<file path="src/rtl/spi_slave_byte.sv">
// Byte-oriented SPI mode-0 slave, MSB first, oversampled on fclk.
// Exchanges one byte per 8 SCK cycles with a single-entry TX holding register.
module spi_slave_byte #(
  parameter int         SYNC_STAGES = 2,
  parameter logic [7:0] FILL        = 8'hFF
) (
  input  logic       fclk,
  input  logic       rst,
  input  logic       spi_cs_n,
  input  logic       spi_sck,
  input  logic       spi_mosi,
  output logic       spi_miso,
  output logic       spi_miso_oe,
  input  logic [7:0] tx_data,
  input  logic       tx_load,
  output logic       tx_full,
  output logic       tx_taken,
  output logic       tx_underrun,
  output logic [7:0] rx_data,
  output logic       rx_stb,
  output logic       frame_start,
  output logic       frame_end
);

  typedef enum logic {IDLE, SHIFT} state_t;

  state_t                 state;
  logic [SYNC_STAGES-1:0] cs_sync, sck_sync, mosi_sync;
  logic                   cs_d, sck_d;
  logic [7:0]             hold;
  logic [7:0]             tx_shift, rx_shift;
  logic [2:0]             bit_cnt;

  logic       cs_now, sck_now, mosi_s;
  logic       cs_fall, cs_rise, sck_rise, sck_fall;
  logic       do_reload;
  logic       load_take;
  logic [7:0] load_byte;

  // NOTE: CS_n synchronises out of reset as "selected"; a CS held low across
  // reset release then produces no falling edge and cannot open a frame.
  always_ff @(posedge fclk or posedge rst) begin
    if (rst) begin
      cs_sync   <= '0;
      sck_sync  <= '0;
      mosi_sync <= '0;
      cs_d      <= 1'b0;
      sck_d     <= 1'b0;
    end else begin
      // NOTE: non-blocking assignments keep every stage sampling the value from
      // before this edge, which is what makes this a chain rather than one flop.
      cs_sync   <= {cs_sync[SYNC_STAGES-2:0], spi_cs_n};
      sck_sync  <= {sck_sync[SYNC_STAGES-2:0], spi_sck};
      mosi_sync <= {mosi_sync[SYNC_STAGES-2:0], spi_mosi};
      cs_d      <= cs_sync[SYNC_STAGES-1];
      sck_d     <= sck_sync[SYNC_STAGES-1];
    end
  end

  assign cs_now   = cs_sync[SYNC_STAGES-1];
  assign sck_now  = sck_sync[SYNC_STAGES-1];
  assign mosi_s   = mosi_sync[SYNC_STAGES-1];
  assign cs_fall  = cs_d & ~cs_now;
  assign cs_rise  = ~cs_d & cs_now;
  assign sck_rise = ~sck_d & sck_now;
  assign sck_fall = sck_d & ~sck_now;

  // Byte boundaries: frame open, or the SCK fall that follows the 8th rise.
  assign do_reload = (state == IDLE) ? cs_fall
                                     : (!cs_rise && sck_fall && bit_cnt == 3'd0);

  // NOTE: every output of this block gets a default first so no latch is inferred.
  always_comb begin
    load_byte = FILL;
    load_take = 1'b0;
    if (tx_full) begin
      load_byte = hold;
      load_take = 1'b1;
    end else if (tx_load) begin
      load_byte = tx_data;
      load_take = 1'b1;
    end
  end

  always_ff @(posedge fclk or posedge rst) begin
    if (rst) begin
      state       <= IDLE;
      hold        <= 8'h00;
      tx_full     <= 1'b0;
      tx_shift    <= 8'h00;
      rx_shift    <= 8'h00;
      bit_cnt     <= 3'd0;
      spi_miso    <= 1'b1;
      spi_miso_oe <= 1'b0;
      tx_taken    <= 1'b0;
      tx_underrun <= 1'b0;
      rx_data     <= 8'h00;
      rx_stb      <= 1'b0;
      frame_start <= 1'b0;
      frame_end   <= 1'b0;
    end else begin
      tx_taken    <= do_reload & load_take;
      tx_underrun <= do_reload & ~load_take;
      rx_stb      <= 1'b0;
      frame_start <= 1'b0;
      frame_end   <= 1'b0;

      // A same-cycle load during a reload from a full register refills it.
      if (do_reload) begin
        tx_shift <= load_byte;
        spi_miso <= load_byte[7];
        if (tx_full) begin
          if (tx_load) hold <= tx_data;
          else         tx_full <= 1'b0;
        end
      end else if (tx_load) begin
        hold    <= tx_data;
        tx_full <= 1'b1;
      end

      case (state)
        IDLE: begin
          if (cs_fall) begin
            frame_start <= 1'b1;
            bit_cnt     <= 3'd0;
            spi_miso_oe <= 1'b1;
            state       <= SHIFT;
          end
        end
        SHIFT: begin
          if (cs_rise) begin
            frame_end   <= 1'b1;
            spi_miso_oe <= 1'b0;
            spi_miso    <= 1'b1;
            bit_cnt     <= 3'd0;
            state       <= IDLE;
          end else if (sck_rise) begin
            rx_shift <= {rx_shift[6:0], mosi_s};
            bit_cnt  <= bit_cnt + 3'd1;
            if (bit_cnt == 3'd7) begin
              rx_data <= {rx_shift[6:0], mosi_s};
              rx_stb  <= 1'b1;
            end
          end else if (sck_fall && bit_cnt != 3'd0) begin
            tx_shift <= {tx_shift[6:0], 1'b0};
            spi_miso <= tx_shift[6];
          end
        end
        default: state <= IDLE;
      endcase
    end
  end

endmodule
</file>
<file path="config.mk">
export PLATFORM = sky130hd
export DESIGN_NAME = spi_slave_byte
export DESIGN_NICKNAME = d
export VERILOG_FILES = /design/src/rtl/spi_slave_byte.sv
export SDC_FILE = /design/constraint.sdc
export NUM_CORES = 1
export LEC_CHECK = 0
export CORE_MARGIN = 8
export CORE_UTILIZATION = 25
export DETAILED_ROUTE_END_ITERATION = 8
export PLACE_DENSITY = 0.53
export SLEW_MARGIN = 10
export SYNTH_ARGS = -nofsm -noshare
export SYNTH_HDL_FRONTEND = slang
export SYNTH_SLANG_ARGS = --single-unit
</file>
<file path="constraint.sdc">
create_clock -name fclk -period 3.55 [get_ports fclk]
set_input_delay 0.71 -clock fclk [delete_from_list [all_inputs] [get_ports fclk]]
set_output_delay 0.71 -clock fclk [all_outputs]
set_load 0.05 [all_outputs]
</file>
Word level (Yosys, flattened, before mapping) --
Cells that the tools add are included.
Storage, ports and cells: output and inout bits 16, bits in registers 51, bits of input ports 14
Cells by class: muxes and demuxes 38, $add $sub $neg 1, reduce and logical (&&, ||, !) cells 11, bitwise gates (word level) 13, eq/ne operators 5
Operator list (count):
- $mux 8 | 10
- $mux 1 | 22
- $mux 3 | 3
- $not 1->1 | 7
- $and 1x1->1 | 6
- $pmux 3 s2 | 1
- $ne 2x2->1 const B | 2
- $pmux 1 s2 | 2
- $reduce_and 2->1 | 2
- $reduce_and 4->1 | 1
- $add 3x1->3 const B | 1
- $eq 3x3->1 const B | 1
- $logic_and 1x1->1 | 3
- $logic_not 3->1 | 1
- $ne 3x1->1 const B | 1
- $reduce_and 3->1 | 1
- $reduce_bool 3->1 | 1
- $ne 2x1->1 const B | 1
- $reduce_bool 2->1 | 1
- $logic_not 1->1 | 1

Longest topological paths before layout --
word-level depth 11, gate-level depth with buffers 7, gate-level depth less buffers 6

Least setup slack after synthesis --
OpenSTA, ideal clock, no wires.
path type register to register, start register bit_cnt[0], end register hold[0], data arrival time 1.592 ns, path buffers 0, library setup time 0.125 ns, slack 1.833 ns, clock period less this slack 1.717 ns, cell stages (with the launch flop) 7, cells stage by stage dfrtp_1 -> inv_1 -> ha_1 -> nor2b_1 -> a41oi_4 -> o21ai_4 -> mux2_2
On the way: longest elaborated chain between the ends 4, elaborated cells between the ends (all ways) 5, those cells by class eq/ne (1); mux (2); reduce/logical (2)
Ends and longest elaborated chain:
- from (decl) | RTL line 32 | logic [2:0] bit_cnt;
- from (signal assigned) | RTL line 139 | bit_cnt <= bit_cnt + 3'd1;
- $logic_not 3->1 (*) | RTL line 70 | : (!cs_rise && sck_fall && bit_cnt == 3'd0);
- $logic_and 1x1->1 (*) | RTL line 70
- $mux 1 (*) | RTL line 69 | assign do_reload = (state == IDLE) ? cs_fall
- $ne 2x2->1 (no line) / $mux 8 (equally long branches)
- to (signal assigned) | RTL line 113 | if (tx_load) hold <= tx_data;
- to (signal assigned) | RTL line 117 | hold <= tx_data;
- to (decl) | RTL line 30 | logic [7:0] hold;
Every way passes the cells marked *; elsewhere a longest branch is shown, timed or not. A chain may end at the register's enable or synchronous reset.

Worst setup path in the final report --
start register tx_full, end output port tx_full
RTL lines:
- from (decl) | RTL line 16 | output logic tx_full,
- from (signal assigned) | RTL line 89 | tx_full <= 1'b0;
- from (signal assigned) | RTL line 114 | else tx_full <= 1'b0;
- from (signal assigned) | RTL line 118 | tx_full <= 1'b1;
No word-level cell between the ends.

==> out/summary.md <==
The run finished with clean final reports. For the hold violation count in the final report, the log shows 0. Synthesis handed over a netlist of 156 instances. The number of setup buffers added after CTS is 0. The clock passes through at most 2 buffers. The global route total overflow is 0. VDD sags by at most 0.185 mV. In the routed design, unresolved DRC markers number 0. The number of standard-cell rows in the floorplan came out at 33. The clock reaches the later pin of the worst-skew pair after 0.30 ns.

Endpoint class of the critical path: an output port. Buffers inserted to repair hold after CTS numbered 0. For this run, the post-layout net count is 205.

The dominant cell by count in the synthesized netlist was sky130_fd_sc_hd__dfrtp_1. The starting density of the core was 0.253. After detailed routing, the number of vias per cell comes to 4.33. The die is 106 microns wide.

Top-area cell type share of the netlist area: 0.599. The tools report the pin count of the biggest net entering global routing as 28. In this run the number of H-tree levels came out at 2. The largest single stage delay on the critical path is 0.88 ns.

Initial antenna violation count: 0. Counting the buffers created by CTS gives 5. Across the run, the number of max-cap violations was 0.

Yosys mapped a number of flops with a built-in enable equal to 0. The half-perimeter wire length after placement is 2760 microns, and the register area is 1250 sq um. The run gives 407 MHz as the maximum frequency from static timing analysis. In this run, synthesis produced a sequential element count of 50.

By count the netlist is led by sky130_fd_sc_hd__dfrtp_1 (49), sky130_fd_sc_hd__mux2_2 (24), sky130_fd_sc_hd__inv_1 (11). STA classifies the critical path startpoint as a register. The main flop type after synthesis was sky130_fd_sc_hd__dfrtp_1. On the final layout, the worst clock skew is 0.00258 ns.

The fraction of registers with async set or reset after synthesis is 1.00, and the final-report setup violation count is 0. Synthesis produced a netlist with a net count of 173. The cell accounting for the most synthesized area was sky130_fd_sc_hd__dfrtp_1. The cell family contributing the most delay on the critical path is buffers and inverters. Leakage power: 1.13 nW.

Final max-slew violation count: 0. The clock sink count came out at 50. The die span in y works out to 106 microns. The region available for standard cell placement spans 8090 sq um. The critical path class was reg -> out.

For the number of nets still failing antenna checks after routing, the log shows 0. Path category of the worst min-delay check: reg -> reg. Power spread over the standard cell area amounts to 521 nW/um^2. The run gives 0.612 as the part of the Yosys area used for sequential elements. The tools report the via count of the first global-routing pass as 1377.

0 antenna diodes ended up in the layout. The run gives 1.32 mW as the total power. By area the synthesized netlist is led by sky130_fd_sc_hd__dfrtp_1 (60%), sky130_fd_sc_hd__mux2_2 (13%), sky130_fd_sc_hd__nand3_1 (2.2%).

The number of violations reported at the end of detailed-routing iteration 0 is 38. Setup repair after global routing left no endpoint under its margin. Routability-driven placement finished with a final weighted congestion of 0.670.

The run gives 6730 microns as the global-route wire length before repair. Clock-pin slew was measured on the worst setup and hold paths at 0.09 ns. The tools report the global-route usage over all layers as 0.0739. The area of the die was 11300 sq um; the relative slew slack was 0.635.

The routed layout has 1273 vias. In this run the worst path has a maximum fanout of 11. The shortest period the worst path allows came out at 2.46 ns. For the worst setup path, the data required time is 2.84 ns. In the final layout, the multi-input gates occupy 721 sq um. The run gives 0 as the post-cts resize count. Share of cells above drive strength 1: 0.212. TritonCTS built the clock tree.

After detailed routing, the total wire length is 3870 microns. Yosys printed 0 warnings. The final clock period utilization by the worst path is 0.693.

The netlist area before placement is 2050 sq um. The worst-margin pin slew came out at 0.547 ns. The routed length per placed instance is 13.2 microns, and the worst endpoint data arrival time is 1.75 ns. The area growth from synthesis to layout is 24.2%. The number of iterations in the first detailed-routing pass was 5.

Number of buffer cells added on primary ports: 29. The sum of negative setup slack is 0 ns, and the number of distinct standard cells referenced by the synthesized netlist is 32. In this run the count of I/O pins placed on the die edge is 30. The count of filler cells inserted in the layout came out at 868. Each instance of the synthesized netlist takes up on average 13.1 sq um. Traced cell by cell, the critical path runs through clkdlybuf4s50_1. The clock tree root buffer cell was sky130_fd_sc_hd__clkbuf_8.

The standard cell with the maximum stage delay on the critical path was sky130_fd_sc_hd__clkdlybuf4s50_1. The total buffers and inverters traversed by the critical path came out at 1.
[per-stage QoR]
| step | cell area, sq um | setup WS, ns | hold slack, ns | instances | utilization |
|---|---|---|---|---|---|
| floorplan | 2050 | 1.64 | 0.331 | 156 | - |
| global placement | 2450 | 1.45 | 0.336 | 286 | 0.303 |
| detailed placement | 2450 | 1.42 | 0.338 | 286 | 0.303 |
| CTS | 2540 | 1.07 | 0.358 | 294 | 0.314 |
| global route | 2540 | 1.02 | 0.370 | 294 | 0.314 |
| finish | 2540 | 1.09 | 0.355 | 294 | 0.314 |
[cells by family after synthesis]
kind of cell | share of synthesized area
buf+inv | 0.0361
flops | 0.612
simple gates | 0.0947
fa+ha+maj | 0.0183
compound gates | 0.107
mux | 0.132
[power breakdown]
group	internal, mW	total (mW)	switching, mW
combinational	0.118	0.250	0.132
clock	0.157	0.337	0.180
sequential	0.671	0.737	0.0658
total	0.947	1.32	0.378
[registers in the layout (all words and copies together), names as in the netlist]
register and flops:
state 1, spi_miso_oe 1, rx_data 8, tx_shift 7
tx_taken 1, cs_sync 2, bit_cnt 3, cs_d 1
sck_sync 2, frame_end 1, sck_d 1, mosi_sync 2
spi_miso 1, hold 8, frame_start 1, tx_underrun 1
rx_stb 1, tx_full 1, rx_shift 7
[cell type report]
| cell class | count | share of cell area |
|---|---|---|
| Tap cell | 105 | 0.0517 |
| Timing Repair Buffer | 31 | 0.120 |
| Clock inverter | 1 | 0.00197 |
| Clock buffer | 7 | 0.0340 |
| Sequential cell | 50 | 0.493 |
| Inverter | 11 | 0.0162 |
| Multi-Input combinational cell | 89 | 0.283 |
[path summary, 6_finish.rpt]
| path | cells past startpoint | to | from | slack [ns] |
|---|---|---|---|---|
| max | 1 | tx_full | tx_full | 1.09 |
| min | 0 | mosi_sync[1] | mosi_sync[0] | 0.35 |
| max reg2reg | 6 | hold[3] | bit_cnt[0] | 1.50 |
| min reg2reg | 0 | mosi_sync[1] | mosi_sync[0] | 0.35 |
| max in group asynchronous | 3 | rx_shift[0] | rst | 2.05 |
| min in group asynchronous | 2 | rx_stb | rst | 0.77 |
[per-layer routing]
layer	vias to the layer above	routed length, microns	GRT usage
li1	611	-	-
met1	631	1900	0.0913
met2	28	1700	0.113
met3	3	239	0.0266
met4	0	36	0.0332
met5	-	0	0
[cells in the final DEF (no fill, tap or decap), types with 3 or more instances in the layout]
cell type,instances
sky130_fd_sc_hd__nand2_1,9
sky130_fd_sc_hd__ha_1,3
sky130_fd_sc_hd__inv_1,10
sky130_fd_sc_hd__dfrtp_1,49
sky130_fd_sc_hd__mux2_2,24
sky130_fd_sc_hd__o211ai_1,5
sky130_fd_sc_hd__o21ai_0,3
sky130_fd_sc_hd__clkbuf_8,6
sky130_fd_sc_hd__nor2_1,3
sky130_fd_sc_hd__a21oi_1,8
sky130_fd_sc_hd__o221ai_1,4
sky130_fd_sc_hd__nand3_1,9
sky130_fd_sc_hd__nand2b_1,3
sky130_fd_sc_hd__clkdlybuf4s50_1,29
Note: power is estimated with default switching activity, not from simulation.
